## config.mk

```make
export PLATFORM = sky130hd
export DESIGN_NAME = systolic_stream_mm
export DESIGN_NICKNAME = d
export VERILOG_FILES = /design/src/rtl/systolic_pkg.sv /design/src/rtl/systolic_pe.sv /design/src/rtl/systolic_stream_mm.sv
export SDC_FILE = /design/constraint.sdc
export NUM_CORES = 2
export LEC_CHECK = 0
export ABC_AREA = 1
export CELL_PAD_IN_SITES_DETAIL_PLACEMENT = 0
export CELL_PAD_IN_SITES_GLOBAL_PLACEMENT = 1
export CORE_ASPECT_RATIO = 0.5
export CORE_UTILIZATION = 47
export CTS_BUF_LIST = sky130_fd_sc_hd__clkbuf_16
export DETAILED_ROUTE_END_ITERATION = 12
export GPL_ROUTABILITY_DRIVEN = 1
export PLACE_DENSITY = 0.9
export SYNTH_ARGS = -nofsm -noshare
export SYNTH_HDL_FRONTEND = slang
export SYNTH_SLANG_ARGS = --single-unit
```

## constraint.sdc

```tcl
create_clock -name i_clock -period 5.3 [get_ports i_clock]
set_clock_uncertainty 0.15 [all_clocks]
set_input_delay 1.06 -clock i_clock [delete_from_list [all_inputs] [get_ports i_clock]]
set_output_delay 1.06 -clock i_clock [all_outputs]
set_load 0.02 [all_outputs]
```

## src/rtl/systolic_pkg.sv

```systemverilog
// rtl/systolic_pkg.sv - shared FSM encoding, default sizes and result-width derivation
package systolic_pkg;

  typedef enum logic [1:0] {
    ST_IDLE  = 2'd0,
    ST_LOAD  = 2'd1,
    ST_DRAIN = 2'd2,
    ST_DONE  = 2'd3
  } state_t;

  localparam int DEFAULT_SIZE   = 4;
  localparam int DEFAULT_I_BITS = 8;

  // Room for a full-width product plus growth from summing SIZE of them.
  function automatic int o_bits_calc(input int size, input int i_bits);
    return 2 * i_bits + $clog2(size);
  endfunction

endpackage

```

## src/rtl/systolic_pe.sv

```systemverilog
// rtl/systolic_pe.sv - processing element: registered A/B forwarding and MAC accumulator
// SYSTOLIC_SIGNED_EN selects two's-complement operands; otherwise operands are unsigned.
module systolic_pe
  import systolic_pkg::*;
#(
  parameter int I_BITS = DEFAULT_I_BITS,
  parameter int O_BITS = o_bits_calc(DEFAULT_SIZE, DEFAULT_I_BITS)
) (
  input  logic              i_clock,
  input  logic              i_reset_n,
  input  logic              en,
  input  logic              clr,
  input  logic [I_BITS-1:0] a_left,
  input  logic [I_BITS-1:0] b_top,
  output logic [I_BITS-1:0] a_right,
  output logic [I_BITS-1:0] b_bottom,
  output logic [O_BITS-1:0] acc
);
  logic              a_sx, b_sx, p_sx;
  logic [2*I_BITS-1:0] a_ext, b_ext, prod;
  logic [O_BITS-1:0]   prod_ext;

`ifdef SYSTOLIC_SIGNED_EN
  assign a_sx = a_left[I_BITS-1];
  assign b_sx = b_top[I_BITS-1];
  assign p_sx = prod[2*I_BITS-1];
`else
  assign a_sx = 1'b0;
  assign b_sx = 1'b0;
  assign p_sx = 1'b0;
`endif

  // Low 2*I_BITS of the extended product are exact for both signed and unsigned operands.
  assign a_ext    = {{I_BITS{a_sx}}, a_left};
  assign b_ext    = {{I_BITS{b_sx}}, b_top};
  assign prod     = a_ext * b_ext;
  assign prod_ext = {{(O_BITS-2*I_BITS){p_sx}}, prod};

  always_ff @(posedge i_clock or negedge i_reset_n) begin
    if (!i_reset_n) begin
      a_right  <= '0;
      b_bottom <= '0;
      acc      <= '0;
    end else begin
      if (en) begin
        a_right  <= a_left;
        b_bottom <= b_top;
      end
      if (clr)     acc <= '0;
      else if (en) acc <= acc + prod_ext;
    end
  end

endmodule

```

## src/rtl/systolic_stream_mm.sv

```systemverilog
// rtl/systolic_stream_mm.sv - output-stationary SIZE x SIZE systolic matrix multiplier
// Operands signed when SYSTOLIC_SIGNED_EN is defined (handled in systolic_pe).
module systolic_stream_mm
  import systolic_pkg::*;
#(
  parameter int SIZE   = DEFAULT_SIZE,
  parameter int I_BITS = DEFAULT_I_BITS,
  parameter int O_BITS = o_bits_calc(SIZE, I_BITS)
) (
  input  logic                        i_clock,
  input  logic                        i_reset_n,
  input  logic                        i_valid,
  output logic                        o_ready,
  input  logic [SIZE*I_BITS-1:0]      i_a_col,
  input  logic [SIZE*I_BITS-1:0]      i_b_row,
  output logic                        o_c_valid,
  input  logic                        i_c_ready,
  output logic [SIZE*SIZE*O_BITS-1:0] o_c_full,
  output logic                        o_busy
);
  localparam int CNT_W = $clog2(2 * SIZE);

  state_t                      state;
  logic [CNT_W-1:0]            beat_cnt, drain_cnt;
  logic                        accept, adv, clr;
  logic [I_BITS-1:0]           a_src [SIZE];
  logic [I_BITS-1:0]           b_src [SIZE];
  logic [I_BITS-1:0]           a_h   [SIZE][SIZE+1];
  logic [I_BITS-1:0]           b_v   [SIZE+1][SIZE];
  logic [SIZE*SIZE*O_BITS-1:0] acc_flat;
  logic                        unused_edge;

  assign accept = i_valid && o_ready;
  // The whole array moves only on an accepted beat or a drain step, so stalls insert no bubbles.
  assign adv    = accept || (state == ST_DRAIN);
  assign clr    = (state == ST_DONE) || ((state == ST_IDLE) && !accept);

  always_comb begin
    for (int m = 0; m < SIZE; m++) begin
      a_src[m] = accept ? i_a_col[m*I_BITS +: I_BITS] : '0;
      b_src[m] = accept ? i_b_row[m*I_BITS +: I_BITS] : '0;
    end
  end

  for (genvar i = 0; i < SIZE; i++) begin : g_skew
    if (i == 0) begin : g_direct
      assign a_h[0][0] = a_src[0];
      assign b_v[0][0] = b_src[0];
    end else begin : g_regs
      logic [I_BITS-1:0] sa [i];
      logic [I_BITS-1:0] sb [i];
      always_ff @(posedge i_clock or negedge i_reset_n) begin
        if (!i_reset_n) begin
          for (int s = 0; s < i; s++) begin
            sa[s] <= '0;
            sb[s] <= '0;
          end
        end else if (adv) begin
          sa[0] <= a_src[i];
          sb[0] <= b_src[i];
          for (int s = 1; s < i; s++) begin
            sa[s] <= sa[s-1];
            sb[s] <= sb[s-1];
          end
        end
      end
      assign a_h[i][0] = sa[i-1];
      assign b_v[0][i] = sb[i-1];
    end
  end

  for (genvar i = 0; i < SIZE; i++) begin : g_row
    for (genvar j = 0; j < SIZE; j++) begin : g_col
      systolic_pe #(
        .I_BITS (I_BITS),
        .O_BITS (O_BITS)
      ) u_pe (
        .i_clock   (i_clock),
        .i_reset_n (i_reset_n),
        .en        (adv),
        .clr       (clr),
        .a_left    (a_h[i][j]),
        .b_top     (b_v[i][j]),
        .a_right   (a_h[i][j+1]),
        .b_bottom  (b_v[i+1][j]),
        .acc       (acc_flat[(i*SIZE+j)*O_BITS +: O_BITS])
      );
    end
  end

  always_comb begin
    unused_edge = 1'b0;
    for (int i = 0; i < SIZE; i++) begin
      unused_edge = unused_edge ^ (^a_h[i][SIZE]) ^ (^b_v[SIZE][i]);
    end
  end

  always_ff @(posedge i_clock or negedge i_reset_n) begin
    if (!i_reset_n) begin
      state     <= ST_IDLE;
      beat_cnt  <= '0;
      drain_cnt <= '0;
      o_ready   <= 1'b0;
      o_c_valid <= 1'b0;
      o_busy    <= 1'b0;
      o_c_full  <= '0;
    end else begin
      case (state)
        ST_IDLE: begin
          o_ready <= 1'b1;
          if (accept) begin
            state    <= ST_LOAD;
            beat_cnt <= CNT_W'(1);
            o_busy   <= 1'b1;
          end
        end
        ST_LOAD: begin
          if (accept) begin
            if (beat_cnt == CNT_W'(SIZE - 1)) begin
              state     <= ST_DRAIN;
              drain_cnt <= '0;
              o_ready   <= 1'b0;
            end else begin
              beat_cnt <= beat_cnt + CNT_W'(1);
            end
          end
        end
        ST_DRAIN: begin
          // The last product lands one step before this final edge, so acc_flat is complete here.
          if (drain_cnt == CNT_W'(2 * SIZE - 2)) begin
            state     <= ST_DONE;
            o_c_valid <= 1'b1;
            o_c_full  <= acc_flat;
          end else begin
            drain_cnt <= drain_cnt + CNT_W'(1);
          end
        end
        ST_DONE: begin
          if (i_c_ready) begin
            state     <= ST_IDLE;
            beat_cnt  <= '0;
            o_c_valid <= 1'b0;
            o_busy    <= 1'b0;
            o_ready   <= 1'b1;
          end
        end
        default: state <= ST_IDLE;
      endcase
    end
  end

endmodule

```

# After elaboration in Yosys (flattened, before gate mapping)
# Index checks and enable logic that the tools add are counted.
[classes]
n_addsub = 18
mul = 16
n_eq_ne = 12
n_mux = 64
reduce_logical = 18
[ops]
columns = ["cell", "n"]
rows = [
  ["18-bit 2-to-1 mux", 32],
  ["18-bit by 16-bit adder with 18-bit output", 16],
  ["8-bit by 8-bit multiplier with 16-bit output", 16],
  ["8-bit 2-to-1 mux", 8],
  ["3-bit 2-to-1 mux", 7],
  ["2-bit != test, second input constant", 6],
  ["2-bit 2-to-1 mux", 5],
  ["5-bit AND reduction", 2],
  ["3-bit one-hot mux with 3 select lines", 1],
  ["2-bit one-hot mux with 4 select lines", 1],
  ["4-bit AND reduction", 2],
  ["2-bit nonzero test", 4],
  ["3-bit by 1-bit adder with 3-bit output, second input constant", 2],
  ["1-bit 2-to-1 mux", 6],
  ["3-bit one-hot mux with 2 select lines", 1],
  ["3-bit AND reduction", 2],
  ["2-bit equality test, second input constant", 2],
  ["1-bit one-hot mux with 2 select lines", 2],
  ["3-bit by 2-bit equality test with 1-bit output, second input constant", 1],
  ["3-bit equality test, second input constant", 1],
  ["1-bit one-hot mux with 3 select lines", 1],
  ["3-bit nonzero test", 1],
  ["2-bit by 1-bit equality test with 1-bit output, second input constant", 1],
  ["1-bit logical AND", 2],
  ["other kinds (5)", 6],
]
[word_totals]
ff_bits = 875
in_bits = 68
output_inout_bits = 291

# Logic depth before layout (Yosys ltp)
[depth]
ltp_word = 6
mapped_depth = 24
depth_no_buf = 23

# Cells and area by module
# Synthesis repeated with hierarchy kept, for this count alone.
[unflattened]
hier_cells = 11101
hier_area_um2 = 84209.5
[by_module_without_submodules]
columns = ["mod", "instances", "cells_each", "area_per_inst_um2", "seq_area_each_um2"]
rows = [
  ["systolic_pe (g_row[1].g_col[1].u_pe ...)", 9, 585, 4222.8, 850.8],
  ["systolic_pe (g_row[0].g_col[0].u_pe ...)", 5, 581, 4200.3, 850.8],
  ["systolic_stream_mm", 1, 1767, 16789.9, 9884.5],
  ["systolic_pe (g_row[3].g_col[2].u_pe ...)", 2, 582, 4206.5, 850.8],
]

# Least setup slack after synthesis
# OpenSTA, ideal clock, no wires.
[synth_timing]
path_type = "input -> register"
start = "in i_valid"
end = "reg g_row[0].g_col[0].u_pe.acc[16]"
setup_ns = 0.117
arrival_ns = 4.769
t_required_ns = 5.033
setup_slack_ns = 0.263
stages = 23
n_path_buf = 1
cell_sequence = "nand2_2 > inv_4 > buf_2 > nand2_1 > inv_1 > nand2_1 > fa_1 > fa_1 > inv_1 > fa_1 > inv_1 > fa_1 > inv_1 > ha_1 > nand2_1 > nor2_1 > nand2_1 > nand3_1 > nand2_1 > nand2_1 > nand2_1 > nand3_1 > nand2_1"
[synth_between]
elab_chain_len = 6
elab_cells_between_ends = 12
cone_classes = "add/sub: 1; mul: 1; mux: 4; reduce/logical: 6"
[synth_rtl]
columns = ["item", "line_no", "source"]
rows = [
  ["start: declaration", "systolic_stream_mm.sv:12", "input logic i_valid,"],
  ["1-bit logical AND *", "systolic_stream_mm.sv:33", "assign accept = i_valid && o_ready;"],
  ["8-bit 2-to-1 mux, on equally long branches", "systolic_stream_mm.sv:40, systolic_stream_mm.sv:41", ""],
  ["8-bit by 8-bit multiplier with 16-bit output", "systolic_pe.sv:36", "assign prod = a_ext * b_ext;"],
  ["18-bit by 16-bit adder with 18-bit output", "systolic_pe.sv:50", "else if (en) acc <= acc + prod_ext;"],
  ["18-bit 2-to-1 mux", "systolic_pe.sv:50", ""],
  ["18-bit 2-to-1 mux", "systolic_pe.sv:49", "if (clr) acc <= '0;"],
  ["end signal: assignment", "systolic_pe.sv:50", ""],
  ["end: declaration", "systolic_pe.sv:17", "output logic [O_BITS-1:0] acc"],
]
# Every way passes the cells marked *; elsewhere a longest branch is shown, timed or not. The select of a mux whose other input is x is not followed.
# A chain may end at the register's enable or synchronous reset.

# Worst setup path after layout
[layout_timing]
start = "in i_b_row[1]"
end = "reg g_row[0].g_col[0].u_pe.acc[14]"
[layout_between]
elab_chain_len = 5
[layout_rtl]
columns = ["item", "line_no", "source"]
rows = [
  ["start: declaration", "systolic_stream_mm.sv:15", "input logic [SIZE*I_BITS-1:0] i_b_row,"],
  ["8-bit 2-to-1 mux", "systolic_stream_mm.sv:41", "b_src[m] = accept ? i_b_row[m*I_BITS +: I_BITS] : '0;"],
  ["8-bit by 8-bit multiplier with 16-bit output", "systolic_pe.sv:36", ""],
  ["18-bit by 16-bit adder with 18-bit output", "systolic_pe.sv:50", ""],
  ["18-bit 2-to-1 mux", "systolic_pe.sv:50", ""],
  ["18-bit 2-to-1 mux", "systolic_pe.sv:49", ""],
]
# Every way passes these cells. The select of a mux whose other input is x is not followed.

==> metrics.yaml <==
sta:
  rsz0062_at_grt: "no"
  maxSlewViolCount: 0
  max_slew_margin: 0.341
  fmax_mhz: 206
  hold_viol: 0
  worstMarginPinSlew_ns: 0.988
  period_minus_slack_ns: 4.85
  timing.final.crit_share: 0.915
  holdWs_ns: 0.223
  setup_violations: 0
global_routing:
  antenna_found_initial: 11
  grt_pass1_wl_um: 335000
  grt_max_degree: 202
  use_met1: 0.340
  grt.total_usage: 0.248
  gr-usage-met3: 0.0366
  grt_pass1_vias: 61500
  grt.busiest_layer: "met2"
  grt_use_met2: 0.414
  overflow: 0
synthesis:
  synth_top_area_share: 0.276
  yosys_register_bits: 875
  netlist_instances: 10200
  ys_dominant_reg_cell: "dfrtp_1"
  yosysTopAreaCell: "dfrtp_1"
  avgSynthCellArea_um2: 7.74
  yosys-top-cells-area: "dfrtp_1 28%, fa_1 20%, nand2_1 14%"
  syn-cell-area_um2: 79300
  synth-edff-count: 0
  ys_warn_count: 0
  synth.net_count: 11800
  yosysSeqAreaShare: 0.276
  async_reset_ff_frac: 1.00
  synth.distinct_cells: 37
place:
  io_buffers: 358
  gp_congestion: 0.893
  place_area_um2: 84800
  dp_hpwl_um: 161000
detailed_routing:
  wl_per_cell_um: 16.2
  ant_nets: 0
  first_iter_violations: 3596
  via_count: 60900
  finalWirelength_um: 205000
  drc: 0
  viasPerCell: 4.79
  first_pass_iters: 6
die:
  start_util: 0.474
  io-pin-count: 359
  die_h_um: 292
  dieArea_um2: 170000
  placementRows: 106
  coreArea_um2: 167000
  die_w_um: 583
layout:
  layout-drive-gt1-share: 0.0415
  syn2layout_area_growth_pct: 10.8
  final_nets: 11900
  multi_input_area_um2: 44600
  postLayoutCoreUtil: 0.525
  ff_latch_area_um2: 21900
  fill_cells: 16000
  fin_area_um2: 87800
setup_path:
  end_kind: "flop"
  worstPathArrival_ns: 5.28
  path_max_fanout: 4
  r2r_cells: 22
  critPathKind: "in2reg"
  cp_data_required_time_ns: 5.73
  reg2reg_slack_ns: 0.76
  crit_path_start_kind: "primary input"
clock_tree:
  cts-htree-levels: 3
  cts_setup_buffers: 0
  cts_buffers: 90
  clk_path_buf_depth: 3
  clkSinkCount: 875
  cts.reportedPaths.clkPinSlew_ns: 0.07
  cts_root_buffer: "clkbuf_16"
  cts_tree: "yes"
  clk-insertion-delay-late_ns: 0.71
hold_path:
  hold_class: "in2async"
pwr:
  power.density_nw_per_um2: 447
  ir_worst_vdd_mv: 0.712
  p_leak_uw: 0.0520
status:
  status: "finished, final reports clean"
job:
  max-cap-violations: 0
[area by class of cell]
type,count,area share
repair buffers,464,0.0527
flip-flops and latches,875,0.249
diodes,4,0.000114
well taps,2268,0.0323
multi-input cells,6063,0.508
clock buffers,92,0.0262
inverters,2878,0.123
clock inverters,73,0.00801
[synth_stat cells, types with 2 or more instances]
cell type  instances
ha_1             649
buf_1             12
buf_12             3
a22o_1            36
o21ai_0          454
inv_4              2
dfrtp_1          875
nand3_1          274
xnor2_1           41
clkbuf_1         287
buf_4              8
nand2_1         3056
nor2_1           260
nand4_1           32
nand3b_1          33
buf_2             88
nand2_2           23
a21oi_1          155
o21ai_2           20
o21ai_1           72
o22ai_2           49
xor2_1            19
fa_1             800
inv_1           2873
buf_6             16
inv_2              3
buf_8              8
mux2_2            81
[power by group]
| part | total [µW] | internal (µW) | leakage [µW] | switching, µW |
|---|---|---|---|---|
| clock network | 6790 | 3680 | 0.00149 | 3110 |
| logic | 21500 | 7740 | 0.0386 | 13700 |
| registers | 11000 | 8080 | 0.0119 | 2880 |
[placed cells by master, fill, tap and decap left out, types with 2 or more instances in the layout]
cell type and instances:
ha_1 649, nand2_2 24, inv_1 2884, inv_6 7, clkinv_4 6, clkbuf_16 92, nand3b_1 33, o21ai_1 72
o21ai_0 454, mux2_2 81, clkinv_2 13, diode_2 4, nand4_1 32, clkdlybuf4s50_1 356, xnor2_1 41, buf_12 19
nand3_1 273, nand2_1 3055, clkinvlp_4 9, o22ai_2 49, xor2_1 19, bufinv_16 10, o21ai_2 20, nor2_1 260
inv_4 2, a22o_1 36, dfrtp_1 875, clkinv_8 3, a21oi_1 155, clkinv_1 14, fa_1 800, buf_4 87
[cell families (layout without fill, tap and decap cells)]
family	after synthesis	in the layout	synth area share
buf+inv	3300	3507	0.161
simple gates	3684	3684	0.183
fa+ha+maj	1449	1449	0.304
xor+xnor	60	60	0.00663
other cells	0	4	0
compound gates	789	789	0.0572
flops	875	875	0.276
mux	81	81	0.0115
[critical path, cell delays in order]
cell	delay, ns
clkdlybuf4s50_1	0.61
nand2_1	0.14
inv_1	0.13
nand2_1	0.09
fa_1	0.49
inv_1	0.05
fa_1	0.49
fa_1	0.54
inv_1	0.05
fa_1	0.47
inv_1	0.04
ha_1	0.34
nand2_1	0.11
buf_4	0.14
nor2_1	0.13
nand3_1	0.12
nand3_1	0.09
nand2_1	0.05
nand3_1	0.06
nand2_1	0.06
[worst paths after layout]
kind	startpoint	to
max	i_b_row[1]	g_row[0].g_col[0].u_pe.acc[14]
min in group i_clock	g_skew[3].g_regs.sb[19]	g_skew[3].g_regs.sb[11]
max in group asynchronous	i_reset_n	o_c_full[84]
min	i_reset_n	o_c_full[274]
max reg2reg	o_ready	g_row[0].g_col[0].u_pe.acc[17]
min reg2reg	g_skew[3].g_regs.sb[19]	g_skew[3].g_regs.sb[11]
[stage by stage]
stage,setup WS (ns),instances,TNS (ns),power [µW]
2_1_floorplan,0.263,10200,0,26300
3_3_place_gp,-0.536,12500,-5.41,32000
3_5_place_dp,-0.530,12500,-5.39,32500
4_1_cts,0.204,12700,0,39500
5_1_grt,0.206,12700,0,43200
6_report,0.452,12700,0,39200
[sequential cells by signal, summed over array words and instances (netlist names)]
name and flops:
o_ready 1, o_c_valid 1, g_skew.g_regs.sa 32, o_busy 1, a_h 16, g_row.g_col.u_pe.a_right 96
g_row.g_col.u_pe.acc 288, drain_cnt 3, o_c_full 288, beat_cnt 3, state 2, g_row.g_col.u_pe.b_bottom 96
g_skew.g_regs.sb 32, b_v 16
[metal layers]
| metal | vias to the layer above | share of wire |
|---|---|---|
| met5 | - | 0.00023 |
| li1 | 30000 | - |
| met1 | 29600 | 0.46 |
| met4 | 8 | 0.024 |
| met2 | 1113 | 0.47 |
| met3 | 211 | 0.051 |
[timing repair]
action	CTS	global route
setup endpoints to repair	0	5
hold buffers	0	0
gates resized for setup	0	3
Power figures use the tool's default switching activity.
